==> config.mk <==
export PLATFORM = sky130hd
export DESIGN_NAME = uart_baud_gen
export DESIGN_NICKNAME = d
export VERILOG_FILES = /design/src/rtl/uart_baud_gen.sv
export SDC_FILE = /design/constraint.sdc
export NUM_CORES = 1
export LEC_CHECK = 0
export CORE_ASPECT_RATIO = 1.75
export CORE_MARGIN = 5
export CORE_UTILIZATION = 40
export CTS_CLUSTER_DIAMETER = 150
export DETAILED_ROUTE_END_ITERATION = 7
export GPL_TIMING_DRIVEN = 0
export PLACE_DENSITY_LB_ADDON = 0.25
export SLEW_MARGIN = 15
export SYNTH_ARGS = -nofsm -noshare
export SYNTH_HDL_FRONTEND = slang
export SYNTH_SLANG_ARGS = --single-unit
==> constraint.sdc <==
create_clock -name clk -period 6.26 [get_ports clk]
set_input_delay 1.565 -clock clk [delete_from_list [all_inputs] [get_ports clk]]
set_output_delay 1.565 -clock clk [all_outputs]
set_load 0.005 [all_outputs]
==> src/rtl/uart_baud_gen.sv <==
// -----------------------------------------------------------------------------
// uart_baud_gen
//
// Purpose
//   Fractional baud-rate generator for a UART. A cycle counter produces a
//   one-cycle os_tick at the end of every oversample interval. A phase counter
//   (os_count) groups OVERSAMPLE os_ticks into one bit period. It flags the
//   bit centre (mid_tick) and the bit end (baud_tick).
//
//   The divisors are held in shadow registers. They are captured on load, on
//   the rising edge of en, and on every baud_tick. A divisor change in the
//   middle of a bit therefore never distorts that bit.
//
//   The effective integer divisor is max(baud_div_int, 1). With divisor 1,
//   os_tick stays high on every enabled cycle.
//
// Configuration
//   UART_BAUD_FRAC_EN  defined   : a FRAC_WIDTH-bit accumulator adds
//                                  baud_div_frac at every os_tick. Its
//                                  carry-out stretches the next interval by
//                                  one cycle.
//   UART_BAUD_FRAC_EN  undefined : no accumulator and baud_div_frac is
//                                  ignored. Every interval is exactly the
//                                  effective integer divisor.
//
// Ports
//   clk            in   rising-edge clock
//   rst_n          in   asynchronous active-low reset
//   en             in   generator enable; low holds everything at zero
//   load           in   synchronous restart; also captures new divisors
//   baud_div_int   in   [DIV_WIDTH]  integer clock cycles per os_tick
//   baud_div_frac  in   [FRAC_WIDTH] fractional cycles per os_tick (1/2^FRAC_WIDTH)
//   os_tick        out  one-cycle oversample pulse
//   mid_tick       out  one-cycle bit-centre pulse (os_count == OVERSAMPLE/2-1)
//   baud_tick      out  one-cycle bit-end pulse    (os_count == OVERSAMPLE-1)
//   os_count       out  [$clog2(OVERSAMPLE)] oversample phase of the current tick
//
// Parameters
//   DIV_WIDTH   integer divisor width
//   FRAC_WIDTH  fractional divisor width
//   OVERSAMPLE  os_ticks per baud_tick; even, 4..64
// -----------------------------------------------------------------------------
module uart_baud_gen #(
  parameter int DIV_WIDTH  = 32,
  parameter int FRAC_WIDTH = 4,
  parameter int OVERSAMPLE = 16
) (
  input  logic                          clk,
  input  logic                          rst_n,
  input  logic                          en,
  input  logic                          load,
  input  logic [DIV_WIDTH-1:0]          baud_div_int,
  input  logic [FRAC_WIDTH-1:0]         baud_div_frac,
  output logic                          os_tick,
  output logic                          mid_tick,
  output logic                          baud_tick,
  output logic [$clog2(OVERSAMPLE)-1:0] os_count
);

  localparam int               OSC_W   = $clog2(OVERSAMPLE);
  localparam logic [OSC_W-1:0] OS_LAST = OSC_W'(OVERSAMPLE - 1);
  localparam logic [OSC_W-1:0] OS_MID  = OSC_W'(OVERSAMPLE / 2 - 1);

  // ---------------------------------------------------------------------------
  // Control FSM
  //   ST_IDLE : disabled, or never started since reset. The first cycle with
  //             en high is treated as an en rising edge. This also covers en
  //             already being high when rst_n releases.
  //   ST_RUN  : counting.
  // ---------------------------------------------------------------------------
  typedef enum logic {
    ST_IDLE = 1'b0,
    ST_RUN  = 1'b1
  } state_e;

  state_e state_q, state_d;
  logic   restart;  // clear datapath and capture divisors at this edge
  logic   run;      // datapath advances at this edge

  always_comb begin
    // NOTE: every signal driven here gets a default first, so no path through
    // the block leaves it unassigned; an unassigned path would infer a latch.
    state_d = state_q;
    restart = 1'b0;
    run     = 1'b0;
    if (!en) begin
      state_d = ST_IDLE;
    end else if (load || (state_q == ST_IDLE)) begin
      // Load wins over any tick that would have fired at this edge.
      state_d = ST_RUN;
      restart = 1'b1;
    end else begin
      run = 1'b1;
    end
  end

  // NOTE: sequential state is assigned with non-blocking (<=). Every flop then
  // samples pre-edge values, whatever order the blocks are evaluated in.
  always_ff @(posedge clk or negedge rst_n) begin
    if (!rst_n) begin
      state_q <= ST_IDLE;
    end else begin
      state_q <= state_d;
    end
  end

  // ---------------------------------------------------------------------------
  // Interval counter and tick generation
  // ---------------------------------------------------------------------------
  logic [DIV_WIDTH-1:0] shadow_int_q, shadow_int_d;
  logic [DIV_WIDTH-1:0] cnt_q, cnt_d;
  logic [DIV_WIDTH-1:0] eff_div;
  logic [DIV_WIDTH:0]   last_idx;    // L-1; one extra bit because L may reach 2^DIV_WIDTH
  logic                 last_cycle;
  logic                 frac_carry;  // stretches the current interval by one cycle
  logic                 capture;
  logic [OSC_W-1:0]     os_count_q, os_count_d;
  logic                 os_tick_q, os_tick_d;
  logic                 mid_tick_q, mid_tick_d;
  logic                 baud_tick_q, baud_tick_d;

  // A divisor of 0 behaves as 1.
  assign eff_div = (shadow_int_q == '0) ? DIV_WIDTH'(1) : shadow_int_q;

  assign last_idx = {1'b0, eff_div} + (DIV_WIDTH + 1)'(frac_carry)
                    - (DIV_WIDTH + 1)'(1);

  assign last_cycle = (last_idx == {1'b0, cnt_q});

  always_comb begin
    cnt_d       = '0;
    os_count_d  = '0;
    os_tick_d   = 1'b0;
    mid_tick_d  = 1'b0;
    baud_tick_d = 1'b0;
    if (run) begin
      cnt_d = last_cycle ? '0 : cnt_q + DIV_WIDTH'(1);

      // os_count shows the phase of the tick that is (or was last) on the
      // output. It advances on the edge that ends an os_tick cycle, so
      // back-to-back ticks with divisor 1 still step it once per tick.
      os_count_d = os_count_q;
      if (os_tick_q) begin
        os_count_d = (os_count_q == OS_LAST) ? '0 : os_count_q + OSC_W'(1);
      end

      os_tick_d   = last_cycle;
      mid_tick_d  = last_cycle && (os_count_d == OS_MID);
      baud_tick_d = last_cycle && (os_count_d == OS_LAST);
    end
  end

  // The bit boundary (baud_tick) is the only in-flight capture point. The
  // interval that starts at that edge already uses the new divisor.
  assign capture      = load | restart | baud_tick_d;
  assign shadow_int_d = capture ? baud_div_int : shadow_int_q;

  always_ff @(posedge clk or negedge rst_n) begin
    if (!rst_n) begin
      shadow_int_q <= '0;
      cnt_q        <= '0;
      os_count_q   <= '0;
      os_tick_q    <= 1'b0;
      mid_tick_q   <= 1'b0;
      baud_tick_q  <= 1'b0;
    end else begin
      shadow_int_q <= shadow_int_d;
      cnt_q        <= cnt_d;
      os_count_q   <= os_count_d;
      os_tick_q    <= os_tick_d;
      mid_tick_q   <= mid_tick_d;
      baud_tick_q  <= baud_tick_d;
    end
  end

  // ---------------------------------------------------------------------------
  // Fractional accumulator
  // ---------------------------------------------------------------------------
`ifdef UART_BAUD_FRAC_EN
  logic [FRAC_WIDTH-1:0] shadow_frac_q, shadow_frac_d;
  logic [FRAC_WIDTH-1:0] acc_q, acc_d;
  logic                  carry_q, carry_d;

  // At each os_tick the old fraction is added. Its carry-out lengthens the
  // interval that starts at that same edge. The accumulator restarts from
  // zero whenever the generator restarts or is disabled.
  always_comb begin
    acc_d   = '0;
    carry_d = 1'b0;
    if (run) begin
      if (last_cycle) begin
        {carry_d, acc_d} = {1'b0, acc_q} + {1'b0, shadow_frac_q};
      end else begin
        acc_d   = acc_q;
        carry_d = carry_q;
      end
    end
  end

  assign shadow_frac_d = capture ? baud_div_frac : shadow_frac_q;
  assign frac_carry    = carry_q;

  always_ff @(posedge clk or negedge rst_n) begin
    if (!rst_n) begin
      shadow_frac_q <= '0;
      acc_q         <= '0;
      carry_q       <= 1'b0;
    end else begin
      shadow_frac_q <= shadow_frac_d;
      acc_q         <= acc_d;
      carry_q       <= carry_d;
    end
  end
`else
  // Integer-only build: every interval is exactly the effective divisor.
  logic unused_frac;
  assign unused_frac = ^baud_div_frac;
  assign frac_carry  = 1'b0;
`endif

  // ---------------------------------------------------------------------------
  // Outputs are driven straight from flops: no combinational input-to-output
  // path.
  // ---------------------------------------------------------------------------
  assign os_tick   = os_tick_q;
  assign mid_tick  = mid_tick_q;
  assign baud_tick = baud_tick_q;
  assign os_count  = os_count_q;

  // Structural relationships between the tick outputs.
  a_baud_on_os: assert property (@(posedge clk) disable iff (!rst_n)
                                 baud_tick |-> os_tick);
  a_mid_on_os:  assert property (@(posedge clk) disable iff (!rst_n)
                                 mid_tick |-> os_tick);
  a_mid_baud:   assert property (@(posedge clk) disable iff (!rst_n)
                                 !(mid_tick && baud_tick));

endmodule

# After elaboration in Yosys (flattened, before gate mapping)
# Cells that the tools add are included.
# W data, S select, Z words.
# op_classes
addsub	3
n_mul	0
n_div	0
n_lt_le_gt_ge	0
n_eq_ne	5
shifts	0
muxes	16
n_bitwise	3
n_reduce_logical	4
# op_table
operator	n
$mux W32	3
$eq A33 B32 Y1	1
$sub A32 B1 Y33 const B	1
$add A32 B1 Y32 const B	1
$logic_not A32 Y1	1
$mux W4	4
$mux W1	9
$eq A4 B4 Y1 const B	2
$add A4 B1 Y4 const B	1
$eq A4 B3 Y1 const B	1
$logic_and A1 B1 Y1	2
$ne A2 B1 Y1 const B	1
$or A1 B1 Y1	2
$logic_or A1 B1 Y1	1
$not A1 Y1	1
# totals
regBits	72
latch_bits	0
ram_bits	0
romBits	0
input_bits	40
elab_cells	38
n_memories	0

# Depth between registers and ports, before layout
# depth
depth_word	9
ltp_mapped	16
mapped_depth_nobuf	12

# Least setup slack after synthesis
# OpenSTA, ideal clock, no wires.
# synth_path
path_type	register -> register
startpoint	reg shadow_int_q[24]
endpoint	reg shadow_int_q[10]
setup_time_ns	0.125
arrival_ns	4.599
setup_slack_ns	1.536
stages_incl_launch_ff	17
n_path_buf	4
path_cell_list	dfrtp_1 -> clkbuf_1 -> nor4_1 -> and4_1 -> buf_2 -> clkbuf_1 -> a31oi_1 -> ha_1 -> or4b_4 -> or3_1 -> o31ai_1 -> nand4bb_1 -> or4_1 -> or4b_4 -> o31ai_4 -> buf_6 -> mux2_2
# synth_via
elab_chain_cells	7
# synth_rtl
element	line	text
from (decl)	110	logic [DIV_WIDTH-1:0] shadow_int_q, shadow_int_d;
from (signal assigned)	167	shadow_int_q <= shadow_int_d;
$logic_not A32 Y1	123	assign eff_div = (shadow_int_q == '0) ? DIV_WIDTH'(1) : shadow_int_q;
$mux W32 *	123	
$sub A32 B1 Y33 *	126	- (DIV_WIDTH + 1)'(1);
$eq A33 B32 Y1 *	128	assign last_cycle = (last_idx == {1'b0, cnt_q});
$logic_and A1 B1 Y1 *	149	baud_tick_d = last_cycle && (os_count_d == OS_LAST);
$mux W1 *	136	if (run) begin
$or A1 B1 Y1 *	155	assign capture = load | restart | baud_tick_d;
# Every way passes the cells marked *; elsewhere a longest branch is shown, timed or not.
# A chain may end at the register's enable or synchronous reset.

# Final worst setup path
# layout_path
startpoint	reg shadow_int_q[9]
endpoint	reg shadow_int_q[6]
# Same word-level chain as after synthesis.

==> results.py <==
metrics = {
    "timing": {
        "finalCritPeriodShare_pct": 92.0,
        "relSlewSlack_pct": 38.3,
        "rsz0062_at_grt": "no",
        "period_minus_slack_ns": 5.76,
        "hold_viol_final": 0,
        "setup_viol": 0,
        "clock_skew_ns": 0.00603,
        "tns_ns": 0,
        "worstMarginPinSlew_ns": 0.916,
        "max_freq_ghz": 0.174,
        "slew_violations": 0,
        "final.setup.worst_slack_ns": 0.499,
    },
    "clock_network": {
        "cts_root_buffer": "clkbuf_16",
        "hold_buffers": 0,
        "cts_buffers": 9,
        "clk_pin_slew_worst_paths_ns": 0.06,
        "cts.sinks": 72,
        "htreeDepth": 3,
        "cts-resized-gates": 0,
        "clockBufferDepth": 2,
        "clk_latency_ns": 0.33,
        "cts_tree": "built",
        "post_cts.repair.setup_buffers": 0,
    },
    "global_route": {
        "grt_max_degree": 41,
        "grtUsageMet3_pct": 3.58,
        "grt_use_met1_pct": 20.5,
        "grt_pass1_wl_um": 19700,
        "met2_usage_pct": 32.7,
        "grt_overflow_total": 0,
        "grt_antenna_before_repair": 0,
        "busiest_layer": "met2",
        "grt_pass1_vias": 3897,
        "grt.total_usage_pct": 18.2,
    },
    "cells_and_area": {
        "layout_common_cells": "dfrtp_1, nor2_1, clkdlybuf4s50_1, xnor2_1, xor2_1",
        "fin_nets": 576,
        "num_antenna_cells": 0,
        "fillers": 1030,
        "fin_util_pct": 49.0,
        "area_growth_pct": 20.3,
        "layout-drive-gt1-share_pct": 9.31,
        "layout.cells.most_common": "dfrtp_1",
    },
    "yosys": {
        "synth_edf_count": 0,
        "ys_types": 56,
        "ys_top_cells_by_area": "dfrtp_1, xnor2_1, xor2_1",
        "syn_inst": 479,
        "ys_seq_area_share_pct": 39.6,
        "synthesis.area_um2": 4550,
        "yosysTopAreaCell": "dfrtp_1",
        "syn_nets": 522,
        "synth_area_per_cell_um2": 9.50,
        "synth_flop_cell": "dfrtp_1",
        "yosys_warnings": 0,
        "synth_top_area_share_pct": 39.6,
        "ys_seq_elements": 72,
        "ys_async_sr_fraction_pct": 100,
    },
    "routing": {
        "first_pass_iters": 5,
        "drt-total-wl_um": 12100,
        "vias_per_cell": 5.84,
        "vias": 3910,
        "ant_nets": 0,
        "drc_errors": 0,
        "wire_per_inst_um": 18.1,
        "drtIter0Drc": 144,
    },
    "outcome": {
        "status": "completed",
    },
    "pwr": {
        "power_frac_comb_pct": 13.3,
        "p_per_area_nw_per_um2": 226,
        "p_leak_uw": 0.00205,
        "power.switching_uw": 303,
        "peakVddDrop_v": 0.000151,
        "p_int_uw": 936,
        "seq_power_share_pct": 42.1,
        "pwr-share-clk_pct": 44.6,
        "swShare_pct": 24.4,
    },
    "critical_path": {
        "cp.arrival_ns": 5.97,
        "criticalPathCategory": "register to register",
        "path_max_fanout": 10,
        "cp-start-kind": "register",
        "worst_setup_path_end_kind": "register",
        "cp_data_required_time_ns": 6.47,
    },
    "floorplan": {
        "die_x_um": 90.6,
        "core_area_um2": 11200,
        "initial_utilization_pct": 40.8,
        "die_y_um": 151,
        "die_area_um2": 13700,
        "num_rows": 51,
        "io_pins": 47,
    },
    "placement": {
        "gp_congestion": 0.870,
        "detailedPlacementHpwl_um": 9460,
        "post-place-ws_ns": 0.576,
        "numPortBuffers": 42,
    },
    "min_path": {
        "min_path_type": "register to register",
    },
    "run": {
        "cap_violations": 0,
    },
}
[final cells by class]
type,instances,area (um^2),share of cell area (%)
inverters,13,48.8,0.891
clock buffers,12,256,4.68
clock inverters,3,65.1,1.19
plain buffers,24,121,2.22
repair buffers,43,438,8.00
flip-flops and latches,72,1800,32.9
well taps,132,165,3.02
multi-input cells,370,2580,47.1
[cells by family after synthesis]
logic type               count (synthesis)  synth area share [%]
buffers and inverters                   37                  3.74
AO/OA/AOI/OAI                           60                  9.92
XOR/XNOR                                70                  13.5
flip-flops                              72                  39.6
multiplexers                            34                  8.36
adder cells (fa/ha/maj)                  3                 0.825
AND/OR/NAND/NOR                        203                  24.1
[sequential cells by signal (all words and copies together) (netlist names)]
register and count:
cnt_q 32, baud_tick 1, os_tick 1, shadow_int_q 32, os_count 4, mid_tick 1
state_q 1
[worst max-delay path, cell delays in order (launching register included)]
cell and delay (ns):
dfrtp_1 0.33, clkbuf_1 0.30, nor4_1 0.20, and4_1 0.18
buf_2 0.18, clkbuf_1 0.27, a31oi_1 0.22, ha_1 0.27
nor4b_1 0.63, nand4_1 0.39, xnor2_1 0.41, nand4bb_1 0.14
or4_1 0.55, or4b_4 0.52, o31ai_4 0.47, buf_6 0.22
mux2_2 0.35
[worst paths after layout]
kind / from / to / slack (ns) / cells past startpoint
max: shadow_int_q[9] / shadow_int_q[6] / 0.50 / 16
min: cnt_q[26] / cnt_q[26] / 0.58 / 2
max reg2reg: shadow_int_q[9] / shadow_int_q[6] / 0.50 / 16
min reg2reg: cnt_q[26] / cnt_q[26] / 0.58 / 2
max in group asynchronous: rst_n / shadow_int_q[29] / 4.53 / 2
min in group asynchronous: rst_n / shadow_int_q[13] / 1.17 / 1
[power by group through the flow]
stage	Sequential (uW)	Combinational (uW)	Clock, uW
floorplan	517	106	0
global placement	528	161	0
detailed placement	529	165	0
CTS	521	166	567
global route	525	183	584
finish	522	165	553
[per-stage QoR]
step | hold slack (ns) | std cells | power, uW | cell area (um^2)
final | 0.582 | 669 | 1240 | 5480
after global routing | 0.608 | 669 | 1290 | 5480
after CTS | 0.586 | 669 | 1250 | 5480
after detailed placement | 0.574 | 654 | 694 | 5150
after global placement | 0.558 | 653 | 689 | 5140
after floorplan | 0.520 | 479 | 623 | 4550
[cells in the mapped netlist, types with 2 or more instances]
cell type  count
mux2i_1        2
a21oi_1       12
o21bai_1       2
nor3b_1        2
mux2_1         7
o22ai_1        2
a2111oi_0      3
a211oi_1       6
and3_1         8
nand3b_1       3
inv_1         13
nand4b_1       2
xor2_1        35
nor3_1        13
or3_1          6
nand2_1       22
nor4b_1        4
or4b_4         2
o311a_1        4
ha_1           3
or4_1          7
o2111a_1       2
and4_1         8
buf_6          4
o21a_1         2
mux2_2        25
nand3_1       23
nand4_1       17
a221o_1        2
clkbuf_1      18
nor2b_1        2
xnor2_1       35
o21ai_0        5
a31oi_1        6
dfrtp_1       72
nand2b_1       3
nor2_1        58
nor4_1        19
o31a_1         2
a21o_1         2
[layer usage]
| metal | up-vias | share of wire [%] |
|---|---|---|
| met2 | 95 | 54 |
| met4 | 0 | 2.8 |
| met1 | 1920 | 39 |
| met5 | - | 0 |
| li1 | 1868 | - |
| met3 | 27 | 4.3 |
(Power assumes the default switching activity.)
